$ cat src/rtl/filter_buffer_reader_if.sv
// Filter buffer read bus plus the filter presentation channel to the convolution engine.
// master = the reader sequencer, slave = the buffer/engine side.
interface filter_buffer_reader_if #(
  parameter int N  = 5,
  parameter int DW = 16
);
  logic                fb_read;
  logic [15:0]         fb_index_filter;
  logic [15:0]         fb_index_bias;
  logic [N*N*DW-1:0]   fb_filter;
  logic [DW-1:0]       fb_bias;

  // out_* transfer when out_valid & out_ready are both high on a rising edge;
  // out_* stay stable while out_valid=1 and out_ready=0, and out_valid never
  // drops without an acceptance.
  logic [N*N*DW-1:0]   out_filter;
  logic [DW-1:0]       out_bias;
  logic [15:0]         out_index;
  logic                out_valid;
  logic                out_ready;

  modport master (
    output fb_read, fb_index_filter, fb_index_bias,
    input  fb_filter, fb_bias,
    output out_filter, out_bias, out_index, out_valid,
    input  out_ready
  );

  modport slave (
    input  fb_read, fb_index_filter, fb_index_bias,
    output fb_filter, fb_bias,
    input  out_filter, out_bias, out_index, out_valid,
    output out_ready
  );
endinterface

$ cat src/rtl/filter_buffer_reader.sv
// Read-side sequencer for the NxN filter buffer: reads each filter, then presents it on a valid/ready channel.
// Optional macro FILTER_READER_BIAS_EN enables bias capture; otherwise bias index and out_bias are zero.
module filter_buffer_reader #(
  parameter int N           = 5,
  parameter int DW          = 16,
  parameter int MAX_FILTERS = 120,
  parameter int READ_LAT    = 1
) (
  input  logic                   clk,
  input  logic                   reset,
  input  logic                   start,
  input  logic [15:0]            num_filters,
  filter_buffer_reader_if.master bus,
  output logic                   busy,
  output logic                   done,
  output logic [2:0]             fsm_state
);

  typedef enum logic [2:0] {
    IDLE    = 3'd0,
    REQ     = 3'd1,
    WAIT    = 3'd2,
    PRESENT = 3'd3,
    DONE    = 3'd4
  } state_t;

  localparam int          LW       = (READ_LAT > 1) ? $clog2(READ_LAT) : 1;
  localparam logic [LW-1:0] LAT_LAST = LW'(READ_LAT - 1);
  localparam logic [15:0] MAX_N    = 16'(MAX_FILTERS);

  state_t            state, state_next;
  logic [15:0]       n_q;
  logic [15:0]       idx_q;
  logic [15:0]       last_idx_q;
  logic [LW-1:0]     lat_q;
  logic [N*N*DW-1:0] filter_q;
  logic [DW-1:0]     bias_q;
  logic [15:0]       out_index_q;

  logic [15:0] n_clip;
  logic        lat_end;
  logic        accept;
  logic        last_filter;

  assign n_clip      = (num_filters > MAX_N) ? MAX_N : num_filters;
  assign lat_end     = (lat_q == LAT_LAST);
  assign accept      = (state == PRESENT) && bus.out_ready;
  assign last_filter = (idx_q == n_q - 16'd1);

  always_ff @(posedge clk or posedge reset) begin
    if (reset) state <= IDLE;
    else       state <= state_next;
  end

  always_comb begin
    state_next = state;
    case (state)
      IDLE:    if (start) state_next = (n_clip == 16'd0) ? DONE : REQ;
      REQ:     state_next = WAIT;
      WAIT:    if (lat_end) state_next = PRESENT;
      PRESENT: if (accept) state_next = last_filter ? DONE : REQ;
      DONE:    state_next = IDLE;
      default: state_next = IDLE;
    endcase
  end

  always_ff @(posedge clk or posedge reset) begin
    if (reset) begin
      n_q         <= '0;
      idx_q       <= '0;
      last_idx_q  <= '0;
      lat_q       <= '0;
      filter_q    <= '0;
      bias_q      <= '0;
      out_index_q <= '0;
    end else begin
      case (state)
        IDLE: begin
          if (start) begin
            n_q   <= n_clip;
            idx_q <= '0;
          end
        end
        REQ: begin
          last_idx_q <= idx_q;
          lat_q      <= '0;
        end
        WAIT: begin
          if (lat_end) begin
            filter_q    <= bus.fb_filter;
            out_index_q <= idx_q;
`ifdef FILTER_READER_BIAS_EN
            bias_q      <= bus.fb_bias;
`endif
          end else begin
            lat_q <= lat_q + LW'(1);
          end
        end
        PRESENT: begin
          if (accept && !last_filter) idx_q <= idx_q + 16'd1;
        end
        default: ;
      endcase
    end
  end

  // The read index is live only during REQ and holds the last issued value elsewhere.
  assign bus.fb_read         = (state == REQ);
  assign bus.fb_index_filter = (state == REQ) ? idx_q : last_idx_q;
`ifdef FILTER_READER_BIAS_EN
  assign bus.fb_index_bias   = bus.fb_index_filter;
`else
  assign bus.fb_index_bias   = '0;
`endif

  assign bus.out_filter = filter_q;
  assign bus.out_bias   = bias_q;
  assign bus.out_index  = out_index_q;
  assign bus.out_valid  = (state == PRESENT);

  assign busy      = (state == REQ) || (state == WAIT) || (state == PRESENT);
  assign done      = (state == DONE);
  assign fsm_state = state;

endmodule
$ cat src/flat_wrapper.sv
// flat-port wrapper written by rule: the top's interface ports become plain ports
module filter_buffer_reader_flat 
#(
  parameter int N           = 5,
  parameter int DW          = 16,
  parameter int MAX_FILTERS = 120,
  parameter int READ_LAT    = 1
)
  (clk, reset, start, num_filters, busy, done, fsm_state, bus_fb_read, bus_fb_index_filter, bus_fb_index_bias, bus_fb_filter, bus_fb_bias, bus_out_filter, bus_out_bias, bus_out_index, bus_out_valid, bus_out_ready);
  filter_buffer_reader_if #(.N(N), .DW(DW)) bus_i ();
  input  logic clk;
  input  logic reset;
  input  logic start;
  input  logic [15:0] num_filters;
  output logic busy;
  output logic done;
  output logic [2:0] fsm_state;
  output wire logic [$bits(bus_i.fb_read)-1:0] bus_fb_read;
  output wire logic [$bits(bus_i.fb_index_filter)-1:0] bus_fb_index_filter;
  output wire logic [$bits(bus_i.fb_index_bias)-1:0] bus_fb_index_bias;
  input wire logic [$bits(bus_i.fb_filter)-1:0] bus_fb_filter;
  input wire logic [$bits(bus_i.fb_bias)-1:0] bus_fb_bias;
  output wire logic [$bits(bus_i.out_filter)-1:0] bus_out_filter;
  output wire logic [$bits(bus_i.out_bias)-1:0] bus_out_bias;
  output wire logic [$bits(bus_i.out_index)-1:0] bus_out_index;
  output wire logic [$bits(bus_i.out_valid)-1:0] bus_out_valid;
  input wire logic [$bits(bus_i.out_ready)-1:0] bus_out_ready;
  assign bus_fb_read = bus_i.fb_read;
  assign bus_fb_index_filter = bus_i.fb_index_filter;
  assign bus_fb_index_bias = bus_i.fb_index_bias;
  assign bus_i.fb_filter = bus_fb_filter;
  assign bus_i.fb_bias = bus_fb_bias;
  assign bus_out_filter = bus_i.out_filter;
  assign bus_out_bias = bus_i.out_bias;
  assign bus_out_index = bus_i.out_index;
  assign bus_out_valid = bus_i.out_valid;
  assign bus_i.out_ready = bus_out_ready;
  filter_buffer_reader #(.N(N), .DW(DW), .MAX_FILTERS(MAX_FILTERS), .READ_LAT(READ_LAT)) u_core (.clk(clk), .reset(reset), .start(start), .num_filters(num_filters), .bus(bus_i), .busy(busy), .done(done), .fsm_state(fsm_state));
endmodule
$ cat config.mk
export PLATFORM = sky130hd
export DESIGN_NAME = filter_buffer_reader_flat
export DESIGN_NICKNAME = d
export VERILOG_FILES = /design/src/rtl/filter_buffer_reader_if.sv /design/src/rtl/filter_buffer_reader.sv /design/src/flat_wrapper.sv
export SDC_FILE = /design/constraint.sdc
export NUM_CORES = 1
export LEC_CHECK = 0
export CAP_MARGIN = 20
export CORE_AREA = 4 4 354 356
export CTS_CLUSTER_SIZE = 8
export DETAILED_ROUTE_END_ITERATION = 7
export DIE_AREA = 0 0 358 360
export PLACE_DENSITY_LB_ADDON = 0.08
export REMOVE_ABC_BUFFERS = 1
export SLEW_MARGIN = 0
export SYNTH_ARGS = -nofsm -noshare
export SYNTH_HDL_FRONTEND = slang
export SYNTH_SLANG_ARGS = --single-unit
$ cat constraint.sdc
create_clock -name clk -period 32.7 [get_ports clk]
set_input_delay 9.81 -clock clk [delete_from_list [all_inputs] [get_ports clk]]
set_output_delay 9.81 -clock clk [all_outputs]
set_load 0.01 [all_outputs]
# Yosys cells after proc, flatten, opt, wreduce, memory -nomap -nowiden
# Cells that the tools add are included.
[totals]
elab_cells = 47
inputBits = 436
ff_bits = 468
[classes]
order_cmp = 1
n_reduce_logical = 13
addsub = 3
n_eq_ne = 9
muxes = 13
bitwise_logic = 1
[op_table]
columns = ["operator", "n"]
rows = [
  ["$mux 16", 4],
  ["$pmux 16 s2", 1],
  ["$add 16x1->16 const B", 1],
  ["$eq 16x16->1", 1],
  ["$gt 16x7->1 const B", 1],
  ["$logic_not 16->1", 1],
  ["$sub 16x1->16 const B", 1],
  ["$mux 3", 5],
  ["$pmux 3 s4", 1],
  ["$eq 3x2->1 const B", 2],
  ["$reduce_and 3->1", 2],
  ["$ne 2x1->1 const B", 2],
  ["$ne 2x2->1 const B", 2],
  ["$reduce_and 2->1", 2],
  ["$reduce_bool 2->1", 2],
  ["$eq 3x1->1 const B", 1],
  ["$eq 3x3->1 const B", 1],
  ["$logic_not 3->1", 1],
  ["$logic_and 1x1->1", 2],
  ["$logic_or 1x1->1", 2],
  ["$pmux 1 s2", 1],
  ["$add 1x1->1 const B", 1],
  ["$logic_not 1->1", 1],
  ["$mux 1", 1],
  ["$not 1->1", 1],
]

# Depth between registers and ports, before layout
[logic_depth]
ltp_word = 6
depth_mapped = 11
ltp_nobuf = 10

# Least setup slack after synthesis
# Ideal clock, no wire load.
[synth_path]
path_kind = "flip-flop to output port"
from = "register u_core.state[1] (netlist: u_core.fsm_state[1])"
to = "output bus_fb_index_filter[10]"
t_arrival_ns = 2.054
setup_slack_ns = 20.836
path_buffers = 2
path_stages_with_launch = 5
required_ns = 22.890
cell_sequence = "dfrtp_1 clkbuf_1 nor3_1 clkbuf_1 mux2_2"
[synth_via]
elab_chain_len = 2
[synth_lines]
columns = ["item", "line_no", "rtl"]
rows = [
  ["start: declaration", "filter_buffer_reader.sv:31", "state_t state, state_next;"],
  ["start signal: assignment", "filter_buffer_reader.sv:52", "else state <= state_next;"],
  ["$eq 3x1->1", "--", ""],
  ["named net bus_fb_read", "flat_wrapper.sv:18", "output wire logic [$bits(bus_i.fb_read)-1:0] bus_fb_read;"],
  ["$mux 16", "filter_buffer_reader.sv:109", "assign bus.fb_index_filter = (state == REQ) ? idx_q : last_idx_q;"],
  ["end: declaration", "flat_wrapper.sv:19", "output wire logic [$bits(bus_i.fb_index_filter)-1:0] bus_fb_index_filter;"],
]
# The timed path passes the listed nets, and every way through them passes these cells.

# Final worst setup path
[layout_path]
from = "register u_core.state[0] (netlist: u_core.fsm_state[0])"
to = "output bus_fb_index_filter[6]"
[layout_via]
elab_chain_len = 2
[layout_lines]
columns = ["item", "line_no"]
rows = [
  ["$eq 3x1->1", "filter_buffer_reader.sv:109"],
  ["$mux 16", "filter_buffer_reader.sv:109"],
]
# No other way between the ends.

==> results by group <==
Flow run
  • Max-Cap Viols: 0

Place
  • Final GP Congestion: 0.797
  • DP HPWL: 59300 um
  • Worst slack, placed: 19.10 ns
  • Placed cell count: 3652
  • I/O Buffers: 858
  • Placed cell area: 28800 um2

Yosys
  • Post-Syn Instances: 1219
  • Post-Syn Area per Cell: 15.1 um2
  • Count leader, synth: dfrtp_1
  • Yosys reg bits: 467
  • Yosys warns: 16
  • Post-synthesis async set-or-reset flop share: 100%
  • Ys flop type: dfrtp_1
  • Sequential share of the synthesized area: 63.4%
  • Area leader, netlist: dfrtp_1
  • Number of synthesized flops with an enable pin: 0
  • Post-synth top cells: dfrtp_1 (467), mux2_2 (432), clkbuf_1 (53)
  • Post-synth cell types: 58
  • Netlist Area Pre-Place: 18400 um2
  • Top-area cell type share of the netlist area: 63.4%
  • Synth area leaders: dfrtp_1 (63%), mux2_2 (26%), buf_4 (1.3%)

STA
  • Worst setup margin: 19.86 ns
  • Max Slew Vio Count: 0
  • Min Clock Period, post-route: 12.84 ns
  • Final Hold Vio Count: 0
  • Fin crit share: 39.3%
  • Skew final: 0.0123 ns
  • Setup violations, final: 0
  • Max frequency: 77.9 MHz
  • Fin Setup TNS: 0 ns
  • Worst-Margin Slew: 1.05 ns
  • Unrepaired setup endpoints after global routing: false
  • Slew headroom: 30.2%

Global route
  • Wire length of the first global-routing pass: 111000 um
  • GRT Residual Overflow: 0
  • Vias in the first global route: 14900
  • Grt met2 use: 22.1%
  • GR peak layer: met2
  • All-Layer GR Usage: 11.9%
  • Pin count of the biggest net entering global routing: 146
  • Met1 Track Usage GR: 11.5%
  • Met3 usage: 5.17%
  • Antenna violations before repair: 13

Floorplan
  • Die H: 360 um
  • IO Count: 907
  • Std cell rows: 128
  • Core area: 122000 um2
  • DIE WIDTH: 358 um
  • Initial core utilization: 15.1%
  • Die Footprint: 129000 um2

CTS
  • Hold Buf Count CTS: 0
  • CTS Root Cell: clkbuf_16
  • Clock buffer depth: 3
  • Setup Fix Bufs, Post-CTS: 0
  • Skew-Pair Late Insertion Delay: 0.61 ns
  • Clk sinks: 467
  • H-tree Lvls: 3
  • Total CTS buffers: 71
  • Post-CTS resize count: 0
  • CTS clk-pin slew, worst paths: 0.05 ns
  • CTS tree: built

Setup path
  • Critical path class: reg -> out
  • Crit path launch type: flop
  • CP Capture Type: primary output
  • Worst Path Max Fanout: 11
  • Arr. time, crit path: 3.03 ns
  • Worst Path Required: 22.89 ns

Status
  • Outcome: complete, no violations

Route
  • Initial DRC Count: 416
  • Post-route DRC: 0
  • Vias/cell: 3.58
  • DR vias: 13400
  • Drt pass-1 iters: 5
  • Antenna Violating Nets Remaining: 0
  • Post-Route WL: 78800 um
  • Drt wl/cell: 21.0 um

Power and ir drop
  • Overall Power: 3.11 mW
  • Max VDD drop: 0.0433 mV
  • P_leak: 12.3 nW
  • Pwr dens: 101 nW/um2

Cells and area
  • Share of cells above drive strength 1: 25.6%
  • Area delta synth->final: 67.6%
  • Post-layout net count: 2540
  • Non-filler cells in the finished layout: 3754
  • Fin area: 30900 um2

Worst hold path
  • Hold Crit Class: reg -> reg
## power by group
group / total (mW) / internal [mW] / switching [mW]
clock network: 0.696 / 0.419 / 0.278
registers: 1.01 / 0.855 / 0.153
logic: 1.41 / 0.822 / 0.585
## worst paths after layout
check	start	to	slack [ns]	cells after the start
max in group asynchronous	reset	u_core.bus.out_index[9]	20.23	6
max	u_core.fsm_state[0]	bus_fb_index_filter[6]	19.86	5
max reg2reg	u_core.n_q[0]	u_core.idx_q[4]	29.02	10
min	u_core.last_idx_q[15]	u_core.last_idx_q[15]	0.50	1
min in group asynchronous	reset	u_core.bus.out_filter[300]	9.83	2
min reg2reg	u_core.last_idx_q[15]	u_core.last_idx_q[15]	0.50	1
## routing by layer
layer	routed length [um]	vias to the layer above	part of all wire, %
met2	42400	551	54
met3	7770	118	9.9
met5	62	-	0.079
met4	2570	10	3.3
li1	-	6015	-
met1	26000	6732	33
## layout make-up
| cell class | count | area [um2] |
|---|---|---|
| Clock buffer | 90 | 1940 |
| Timing Repair Buffer | 873 | 8750 |
| Sequential cell | 467 | 11700 |
| Inverter | 12 | 52.6 |
| Clock inverter | 6 | 73.8 |
| Tap cell | 1625 | 2030 |
| Multi-Input combinational cell | 677 | 6350 |
| Fill cell | 12700 | 90800 |
| Antenna cell | 4 | 10.0 |
## registers in the layout, indices dropped and copies added (netlist names)
register,flops
u_core.last_idx_q,16
u_core.idx_q,16
u_core.fsm_state,3
u_core.n_q,16
u_core.bus.out_index,16
u_core.bus.out_filter,400
## layout by cell type (no fill, tap or decap), types with 3 or more instances in the layout
master           instances
conb_1                  32
nand2b_1                 3
a21oi_1                  8
or3_1                    7
clkbuf_16               74
nor2b_1                  3
clkdlybuf4s50_1        858
o21ai_0                 14
inv_1                   11
o211ai_1                 4
and2_1                  13
buf_4                   11
dfrtp_1                467
or4_1                    3
and3_1                   6
diode_2                  4
clkbuf_1                13
nor2_1                  20
nor4_1                   7
xnor2_1                 18
xor2_1                   8
nand2_1                 24
nor3_2                   3
nor3_1                   9
mux2_2                 432
nand4_1                  4
nor4b_1                  3
a31oi_1                  3
nand3_1                 17
clkbuf_8                 3
## stage by stage
step | hold slack, ns | util [%]
6_report | 0.496 | 25.4
3_3_place_gp | 0.481 | 23.7
2_1_floorplan | 0.474 | -
4_1_cts | 0.497 | 25.3
5_1_grt | 0.513 | 25.4
3_5_place_dp | 0.486 | 23.7
## cells by family after synthesis
group / after synthesis / share of synthesized area (%)
DFF: 467 / 63.4
muxes: 433 / 26.4
and+or+nand+nor: 134 / 4.10
buffers and inverters: 106 / 2.86
AOI/OAI and AO/OA: 50 / 1.83
xor gates and xnor gates: 26 / 1.23
adders and majority gates: 2 / 0.136
other: 1 / 0.0203
## critical path, cell delays in order, from the launching register on
cell             delay (ns)
dfrtp_1                0.51
inv_1                  0.13
nor3_2                 0.54
buf_4                  0.35
mux2_2                 0.38
clkdlybuf4s50_1        0.52
Power figures use the tool's default switching activity.
